## src/rtl/lc_1252_odd_counter_if.sv

```systemverilog
// Bundle for the odd-cell scanner: scan request, memory read port and result stream.
// The slave modport is the scanner's view; the master modport is the environment's.
interface lc_1252_odd_counter_if #(
  parameter int DATA_WIDTH = 8,
  parameter int ADDR_WIDTH = 8,
  parameter int CNT_WIDTH  = ADDR_WIDTH + 1
);
  logic                  start;
  logic [7:0]            m;
  logic [7:0]            n;
  logic                  busy;
  logic                  mem_en;
  logic [ADDR_WIDTH-1:0] mem_addr;
  logic [DATA_WIDTH-1:0] mem_rd_data;
  logic [CNT_WIDTH-1:0]  odd_cells;
  logic                  out_err;
  logic                  out_tvalid;
  logic                  out_tready;

  modport slave (
    input  start, m, n, mem_rd_data, out_tready,
    output busy, mem_en, mem_addr, odd_cells, out_err, out_tvalid
  );

  modport master (
    output start, m, n, mem_rd_data, out_tready,
    input  busy, mem_en, mem_addr, odd_cells, out_err, out_tvalid
  );
endinterface

```

## src/rtl/lc_1252_odd_counter.sv

```systemverilog
// Scans the row-major matrix memory cell by cell and counts odd-valued cells,
// returning the total on a valid/ready result port.
module lc_1252_odd_counter #(
  parameter int DATA_WIDTH = 8,
  parameter int ADDR_WIDTH = 8,
  parameter int CNT_WIDTH  = ADDR_WIDTH + 1
) (
  input logic clk,
  input logic rst,
  lc_1252_odd_counter_if.slave bus
);
  typedef enum logic [1:0] {IDLE, SCAN, DRAIN, DONE} state_t;

  localparam logic [16:0] MAX_CELLS = 17'(2 ** ADDR_WIDTH);

  state_t                state_reg, state_next;
  logic [ADDR_WIDTH-1:0] scan_cnt_reg;
  logic [ADDR_WIDTH-1:0] t_last_reg;
  logic [CNT_WIDTH-1:0]  acc_reg;
  logic [CNT_WIDTH-1:0]  odd_cells_reg;
  logic                  out_err_reg;
  logic                  rd_vld_reg;
  logic [15:0]           prod;
  logic                  dim_bad;
  logic                  last_issue;
  logic                  unused_rd_bits;

  assign prod       = 16'(bus.m) * 16'(bus.n);
  assign dim_bad    = (prod == 16'd0) || ({1'b0, prod} > MAX_CELLS);
  assign last_issue = (scan_cnt_reg == t_last_reg);
  // Only the LSB decides parity; the upper data bits are deliberately ignored.
  assign unused_rd_bits = ^bus.mem_rd_data[DATA_WIDTH-1:1];

  always_comb begin
    state_next = state_reg;
    case (state_reg)
      IDLE:    if (bus.start) state_next = dim_bad ? DONE : SCAN;
      SCAN:    if (last_issue) state_next = DRAIN;
      // Stay until the final read's data has been folded into acc_reg.
      DRAIN:   if (!rd_vld_reg) state_next = DONE;
      DONE:    if (bus.out_tready) state_next = IDLE;
      default: state_next = IDLE;
    endcase
  end

  always_ff @(posedge clk) begin
    if (rst) begin
      state_reg     <= IDLE;
      scan_cnt_reg  <= '0;
      t_last_reg    <= '0;
      acc_reg       <= '0;
      odd_cells_reg <= '0;
      out_err_reg   <= 1'b0;
      rd_vld_reg    <= 1'b0;
    end else begin
      state_reg  <= state_next;
      rd_vld_reg <= (state_reg == SCAN);
      if (rd_vld_reg) acc_reg <= acc_reg + CNT_WIDTH'(bus.mem_rd_data[0]);
      case (state_reg)
        IDLE: if (bus.start) begin
          scan_cnt_reg  <= '0;
          acc_reg       <= '0;
          odd_cells_reg <= '0;
          out_err_reg   <= dim_bad;
          t_last_reg    <= ADDR_WIDTH'(prod - 16'd1);
        end
        SCAN:  scan_cnt_reg <= scan_cnt_reg + 1'b1;
        DRAIN: if (!rd_vld_reg) odd_cells_reg <= acc_reg;
        DONE:  if (bus.out_tready) out_err_reg <= 1'b0;
        default: ;
      endcase
    end
  end

  assign bus.busy       = (state_reg != IDLE);
  assign bus.mem_en     = (state_reg == SCAN);
  assign bus.mem_addr   = (state_reg == SCAN) ? scan_cnt_reg : '0;
  assign bus.odd_cells  = odd_cells_reg;
  assign bus.out_err    = out_err_reg;
  assign bus.out_tvalid = (state_reg == DONE);
endmodule

```

## src/flat_wrapper.sv

```systemverilog
// flat-port wrapper written by rule: the top's interface ports become plain ports
module lc_1252_odd_counter_flat 
#(
  parameter int DATA_WIDTH = 8,
  parameter int ADDR_WIDTH = 8,
  parameter int CNT_WIDTH  = ADDR_WIDTH + 1
)
  (clk, rst, bus_start, bus_m, bus_n, bus_mem_rd_data, bus_out_tready, bus_busy, bus_mem_en, bus_mem_addr, bus_odd_cells, bus_out_err, bus_out_tvalid);
  lc_1252_odd_counter_if #(.DATA_WIDTH(DATA_WIDTH), .ADDR_WIDTH(ADDR_WIDTH), .CNT_WIDTH(CNT_WIDTH)) bus_i ();
  input logic clk;
  input logic rst;
  input wire logic [$bits(bus_i.start)-1:0] bus_start;
  input wire logic [$bits(bus_i.m)-1:0] bus_m;
  input wire logic [$bits(bus_i.n)-1:0] bus_n;
  input wire logic [$bits(bus_i.mem_rd_data)-1:0] bus_mem_rd_data;
  input wire logic [$bits(bus_i.out_tready)-1:0] bus_out_tready;
  output wire logic [$bits(bus_i.busy)-1:0] bus_busy;
  output wire logic [$bits(bus_i.mem_en)-1:0] bus_mem_en;
  output wire logic [$bits(bus_i.mem_addr)-1:0] bus_mem_addr;
  output wire logic [$bits(bus_i.odd_cells)-1:0] bus_odd_cells;
  output wire logic [$bits(bus_i.out_err)-1:0] bus_out_err;
  output wire logic [$bits(bus_i.out_tvalid)-1:0] bus_out_tvalid;
  assign bus_i.start = bus_start;
  assign bus_i.m = bus_m;
  assign bus_i.n = bus_n;
  assign bus_i.mem_rd_data = bus_mem_rd_data;
  assign bus_i.out_tready = bus_out_tready;
  assign bus_busy = bus_i.busy;
  assign bus_mem_en = bus_i.mem_en;
  assign bus_mem_addr = bus_i.mem_addr;
  assign bus_odd_cells = bus_i.odd_cells;
  assign bus_out_err = bus_i.out_err;
  assign bus_out_tvalid = bus_i.out_tvalid;
  lc_1252_odd_counter #(.DATA_WIDTH(DATA_WIDTH), .ADDR_WIDTH(ADDR_WIDTH), .CNT_WIDTH(CNT_WIDTH)) u_core (.clk(clk), .rst(rst), .bus(bus_i));
endmodule
```

## config.mk

```make
export PLATFORM = sky130hd
export DESIGN_NAME = lc_1252_odd_counter_flat
export DESIGN_NICKNAME = d
export VERILOG_FILES = /design/src/rtl/lc_1252_odd_counter_if.sv /design/src/rtl/lc_1252_odd_counter.sv /design/src/flat_wrapper.sv
export SDC_FILE = /design/constraint.sdc
export NUM_CORES = 1
export LEC_CHECK = 0
export BUFFER_PORTS_ARGS = -buffer_cell sky130_fd_sc_hd__clkbuf_2
export CELL_PAD_IN_SITES_DETAIL_PLACEMENT = 2
export CELL_PAD_IN_SITES_GLOBAL_PLACEMENT = 2
export CORE_ASPECT_RATIO = 1.4
export CORE_UTILIZATION = 30
export DETAILED_ROUTE_END_ITERATION = 12
export PLACE_DENSITY_LB_ADDON = 0.2
export SYNTH_ARGS = -nofsm -noshare
export SYNTH_HDL_FRONTEND = slang
export SYNTH_SLANG_ARGS = --single-unit
```

## constraint.sdc

```tcl
create_clock -name clk -period 12.6 [get_ports clk]
set_input_delay 2.52 -clock clk [delete_from_list [all_inputs] [get_ports clk]]
set_output_delay 2.52 -clock clk [all_outputs]
set_load 0.01 [all_outputs]
```

==> results.ini, run 1 <==
[global_route]
grt_max_degree = 28
track_usage = 0.158
gr-total-overflow = 0
first_global_vias = 3800
grtUsageMet3 = 0.0121
met1_usage = 0.168
grt_pass1_wl_um = 17900
busiest_layer = met2
met2_usage = 0.311
antenna_found_initial = 0

[power]
peakVddDrop_mv = 0.0721
power.density_nw_per_um2 = 164
cellLeakagePower_nw = 2.12
finalPower_uw = 751

[critical_path]
r2r_setup_slack_ps = 10180
reg2reg_to = u_core.scan_cnt_reg[7]
ff2ff_path_depth = 7
startpoint_type = primary input
criticalPathCategory = in2reg
critPathMaxFanout = 10
worstPathArrival_ps = 6870
crit_required_ps = 12750
endpoint_kind = register
r2r-start = u_core.state_reg[0]

[routing]
drc = 0
ant_nets = 0
dr.pass1.iters = 3
vias = 3428
routedWlPerCell_um = 14.7
drt-total-wl_um = 10200
vias_per_cell = 4.90
drt_iter0_drc = 67

[clock_network]
path_clk_slew_ps = 60
postCtsSetupRepairBufs = 0
ctsResizeCount = 0
cts_hold_buf = 0
cts_buffers = 5
clk_latency_ps = 280
cts_max_level = 2
clock-sinks = 38
clock_path_buffers = 2
clockRootBuffer = clkbuf_16
tritoncts = yes

[synthesis]
synth_edf_count = 0
syn-cell-area_um2 = 4070
synthTopCellsByArea = dfxtp_1 19%, fa_1 18%, ha_1 14%
ys_types = 52
ys_warn_count = 0
yosysTopAreaCell = dfxtp_1
ys_seq_area_frac = 0.187
synth-seq-cells = 38
synth.avg_cell_area_um2 = 8.45
synth_top_flop_cell = dfxtp_1
async_reset_ff_frac = 0
yosysTopAreaCellShare = 0.187
postSynthCellCount = 482
synth_fp_nets = 591

[floorplanning]
coreArea_um2 = 13300
fp.dieH_um = 140
start_util = 0.306
chipWidth_um = 100
dieArea_um2 = 14000
ios = 49
rows = 50

[sta]
tns_ps = 0
hold_viol = 0
hold_slack_ps = 450
finalCritPeriodShare = 0.533
setup_violations = 0
skew_ps = 4.25
period_minus_slack_ps = 6720
max_slew_margin = 0.537
fmax_mhz = 149
slew_viol_final = 0
rsz0062_at_grt = false
worstMarginPinSlew_ps = 694

[place]
io_buffers = 41
placed_cells = 691
dpl.hpwl_um = 8720
place.gp.congestion = 0.761

[finish]
fin_nets = 625
antenna_cells = 0
fin_cells = 699
drive_gt1_frac = 0.114
syn_to_final_growth_pct = 12.8
finalCoreUtilization = 0.345

[run]
drv_cap = 0

[outcome]
status = finished clean

[worst_hold_path]
hp-class = reg2reg
worstHoldPathCells = 2
hold_path.startpoint = u_core.bus.odd_cells[6]
hold-path-endpoint = u_core.bus.odd_cells[6]

==> power by group <==
group	switching [mW]	leakage (nW)	internal [mW]
sequential	0.0119	0.309	0.135
clock	0.0492	0.0739	0.0785
combinational	0.285	1.74	0.192
total	0.346	2.12	0.405
==> cell usage after synthesis, drive strengths merged, types with 6 or more instances <==
cell	number
a211oi	9
a21oi	26
and2	42
clkbuf	13
dfxtp	38
fa	36
ha	45
inv	57
nand2	58
nand3	12
nand4	6
nor2	31
o21ai	15
xnor2	7
xor2	18
==> cell type report <==
| cell class | count | area [µm²] |
|---|---|---|
| clock buffers | 7 | 143 |
| clock inverters | 1 | 5.00 |
| fillers | 1556 | 8730 |
| inverters | 57 | 214 |
| multi-input cells | 373 | 3040 |
| flip-flops and latches | 38 | 761 |
| well taps | 182 | 228 |
| repair buffers | 41 | 205 |
==> logic make-up (layout without fill, tap and decap cells) <==
| family | after synthesis | count (layout) | synth area share |
|---|---|---|---|
| buffers and inverters | 71 | 106 | 0.0673 |
| XOR/XNOR | 25 | 25 | 0.0538 |
| AND/OR/NAND/NOR | 188 | 188 | 0.238 |
| flip-flops | 38 | 38 | 0.187 |
| multiplexers | 5 | 5 | 0.0123 |
| AO/OA/AOI/OAI | 74 | 74 | 0.126 |
| adder cells (fa/ha/maj) | 81 | 81 | 0.315 |
==> per-stage QoR <==
| step | worst slack [ps] | cell area [µm²] |
|---|---|---|
| floorplan | 6040 | 4070 |
| global placement | 5580 | 4440 |
| detailed placement | 5440 | 4440 |
| CTS | 5750 | 4590 |
| global route | 5530 | 4590 |
| finish | 5880 | 4590 |
==> worst max-delay path, stage by stage <==
cell and delay [ps]:
clkbuf_2 230, nand2_1 130, fa_1 530, fa_1 520
fa_1 520, fa_1 540, inv_1 40, ha_1 280
nor4_1 290, o21ai_0 240, nand3b_1 140, nor4bb_1 400
nand4b_1 140, mux2i_1 200, a41oi_1 130
==> how the worst max path moves through the flow <==
| stage | slack [ps] | from | endpoint | depth (start not counted) |
|---|---|---|---|---|
| floorplan | 6040 | bus_m[0] | u_core.state_reg[1] | 15 |
| global placement | 5580 | bus_m[0] | u_core.state_reg[1] | 15 |
| detailed placement | 5440 | bus_m[0] | u_core.state_reg[1] | 15 |
| CTS | 5750 | bus_m[0] | u_core.state_reg[1] | 15 |
| global route | 5530 | bus_m[0] | u_core.state_reg[1] | 15 |
| finish | 5880 | bus_m[0] | u_core.state_reg[1] | 15 |
==> metal layers <==
layer	share of wire	vias up
met1	0.40	1695
met3	0.018	14
met4	0.022	0
li1	-	1669
met2	0.56	50
met5	0	-
==> cell usage in the layout, fill, tap and decap left out, drive strengths merged, types with 2 or more instances in the layout <==
master,synthesis,routed
nor2b,4,4
and2,42,42
inv,57,57
o21ai,15,15
fa,36,36
clkbuf,13,48
or2,3,3
mux2i,5,5
o311ai,2,2
nor2,31,31
nor3,5,5
dfxtp,38,38
o211ai,2,2
a211o,2,2
xor2,18,18
nand4,6,6
a21oi,26,26
or3,5,5
nand3b,3,3
nand2,58,58
a2111oi,3,3
nand3,12,12
a311oi,3,3
nand2b,5,5
nor4,3,3
ha,45,45
xnor2,7,7
nor3b,2,2
a211oi,9,9
and3,5,5
(Power assumes the default switching activity.)
==> run 2, diff against run 1 <==
- clock period: 12.6 -> 5.6 ns (I/O delays scaled with it)
==> run 2 against run 1 <==
Net effect: non-clock buffer count up 16; register-to-register slack got worse by 7000 ps; worst setup slack worse by 5500 ps; final cell count up 2.3%; routed wire length up 2.0%; sequential share of layout area is 0.42 points lower; via count up 2.3%; power increased by 130%; critical path type unchanged; critical endpoint unchanged.
==> results.ini, run 2 (synthesis results as in run 1) <==
[global_route]
grt_max_degree = 28  ; unchanged
track_usage = 0.163  ; +0.00527
antenna_found_initial = 0  ; unchanged
gr-total-overflow = 0  ; unchanged
grt_pass1_wl_um = 18600  ; +3.5%
first_global_vias = 3861  ; +1.6%

[critical_path]
cp_slowest_cell = fa_1
cp_common_cell = fa_1
endpoint_kind = register
startpoint_type = primary input
crit_cells = 16  ; +1
ff2ff_path_depth = 7  ; unchanged
crit_required_ps = 5740  ; -7010 ps
worstPathArrival_ps = 5350  ; -1520 ps
timing.critical_path.max_delay_family = adder cells
crit_chain = clkbuf_2 -> nand2_1 -> fa_1 -> fa_1 -> fa_1 -> fa_1 -> inv_1 -> ha_1 -> nor4_1 -> o21ai_1 -> nand3b_1 -> nor4bb_1 -> buf_4 -> nand4b_1 -> mux2i_1 -> a41oi_1
critPathBufInv = 3  ; +1
critical-path-max-stage-delay_ps = 540  ; about the same
criticalPathCategory = in2reg
critPathMaxFanout = 8  ; -2
r2r_setup_slack_ps = 3160  ; -7020 ps

[finish]
fin_nets = 641  ; +2.6%
ff_latch_area_um2 = 761  ; unchanged
fin_cells = 715  ; +2.3%
antenna_cells = 0  ; unchanged
layout.cells.most_common = nand2_1
syn_to_final_growth_pct = 15.7
drive_gt1_frac = 0.141  ; +0.0266
n_fill_cell = 1563  ; +0.45%
finalCoreUtilization = 0.354  ; +0.00901
multi_input_area_um2 = 3040  ; unchanged
layout_common_cells = 58 x nand2_1, 57 x inv_1, 45 x ha_1

[sta]
setup_violations = 0  ; unchanged
skew_ps = 2.19  ; -2.06 ps
slew_viol_final = 0  ; unchanged
worstMarginPinSlew_ps = 703  ; +8.29 ps
tns_ps = 0  ; unchanged
rsz0062_at_grt = false
max_slew_margin = 0.531  ; -0.00553
finalCritPeriodShare = 0.930
hold_viol = 0  ; unchanged
period_minus_slack_ps = 5210
hold_slack_ps = 452  ; +1.96 ps
fmax_mhz = 192

[clock_network]
clock-sinks = 38  ; unchanged
clockRootBuffer = clkbuf_16
cts_hold_buf = 0  ; unchanged
tritoncts = yes
cts_max_level = 2  ; unchanged
path_clk_slew_ps = 50  ; about the same
clock_path_buffers = 2  ; unchanged
clk_latency_ps = 280  ; about the same
postCtsSetupRepairBufs = 0  ; unchanged
cts_buffers = 5  ; unchanged

[routing]
ant_nets = 0  ; unchanged
routedWlPerCell_um = 14.6  ; -0.24%
top_layer = met4
drt-total-wl_um = 10500  ; +2.0%
drt_iter0_drc = 62  ; -7.5%
route.met3.wl_um = 186  ; +2.8%
drc = 0  ; unchanged
dr.pass1.iters = 2  ; -1
wl_met1_um = 4120  ; +0.29%
vias_per_cell = 4.90  ; about the same
vias = 3506  ; +2.3%
dr_wl_met2_um = 6030  ; +5.2%

[floorplanning]
start_util = 0.306  ; unchanged
chipWidth_um = 100  ; unchanged
rows = 50  ; unchanged
coreArea_um2 = 13300  ; unchanged
ios = 49  ; unchanged
fp.dieH_um = 140  ; unchanged
dieArea_um2 = 14000  ; unchanged

[place]
place.gp.congestion = 0.757  ; -0.54%
io_buffers = 41  ; unchanged
placed_cells = 707  ; +2.3%
dpl.hpwl_um = 8830  ; +1.2%

[power]
power.density_nw_per_um2 = 374  ; +130%
clkPwrFrac = 0.161  ; -0.009
switching_power_uw = 788  ; +130%
internal-power_uw = 973  ; +140%
peakVddDrop_mv = 0.144  ; +99%
cellLeakagePower_nw = 2.20  ; +3.7%
swShare = 0.448  ; -0.0133
power_frac_comb = 0.651  ; +0.016
seqPwrFrac = 0.188  ; -0.007
finalPower_mw = 1.76  ; +130%

[run]
drv_cap = 0  ; unchanged

[worst_hold_path]
worstHoldPathCells = 2  ; unchanged
hp-class = reg2reg

[outcome]
status = finished clean

run 2: per-layer routing:
layer | up-vias | global-route usage
met5 | - | 0
met4 | 0 | 0.0397
met3 | 7 | 0.0116
met2 | 46 | 0.329
met1 | 1752 | 0.178
li1 | 1701 | -
run 2: power groups by stage:
| stage | Sequential [mW] | Clock, mW | Combinational [mW] |
|---|---|---|---|
| floorplan | 0.328 | 0 | 0.834 |
| global placement | 0.335 | 0 | 1.13 |
| detailed placement | 0.338 | 0 | 1.17 |
| CTS | 0.333 | 0.291 | 1.18 |
| global route | 0.338 | 0.305 | 1.32 |
| finish | 0.331 | 0.283 | 1.15 |
run 2: worst paths after layout:
check	startpoint	endpoint
setup / recovery	bus_m[1]	u_core.state_reg[1]
hold / removal	u_core.bus.odd_cells[8]	u_core.bus.odd_cells[8]
setup reg to reg	u_core.state_reg[1]	u_core.scan_cnt_reg[5]
hold reg to reg	u_core.bus.odd_cells[8]	u_core.bus.odd_cells[8]
run 2: worst min-delay path: stages (launching register included):
cell and delay, ps:
dfxtp_1 310, nand2_1 50, a21oi_1 50
run 2: final cells by class:
| class | instances | share of cell area |
|---|---|---|
| Multi-Input combinational cell | 373 | 0.644 |
| Clock inverter | 1 | 0.00106 |
| Sequential cell | 38 | 0.161 |
| Timing Repair Buffer | 57 | 0.0690 |
| Clock buffer | 7 | 0.0303 |
| Inverter | 57 | 0.0454 |
| Tap cell | 182 | 0.0483 |
run 2: repair_timing:
action,CTS,global route
endpoints found under the hold margin,0,0
resized for setup,0,1
endpoints found under the setup margin,0,1
run 2: through the flow:
stage | setup WS (ps) | area [µm²]
6_report | 393 | 4710
5_1_grt | 36.5 | 4710
4_1_cts | 250 | 4710
3_5_place_dp | -43.8 | 4560
3_3_place_gp | 116 | 4560
2_1_floorplan | 444 | 4070
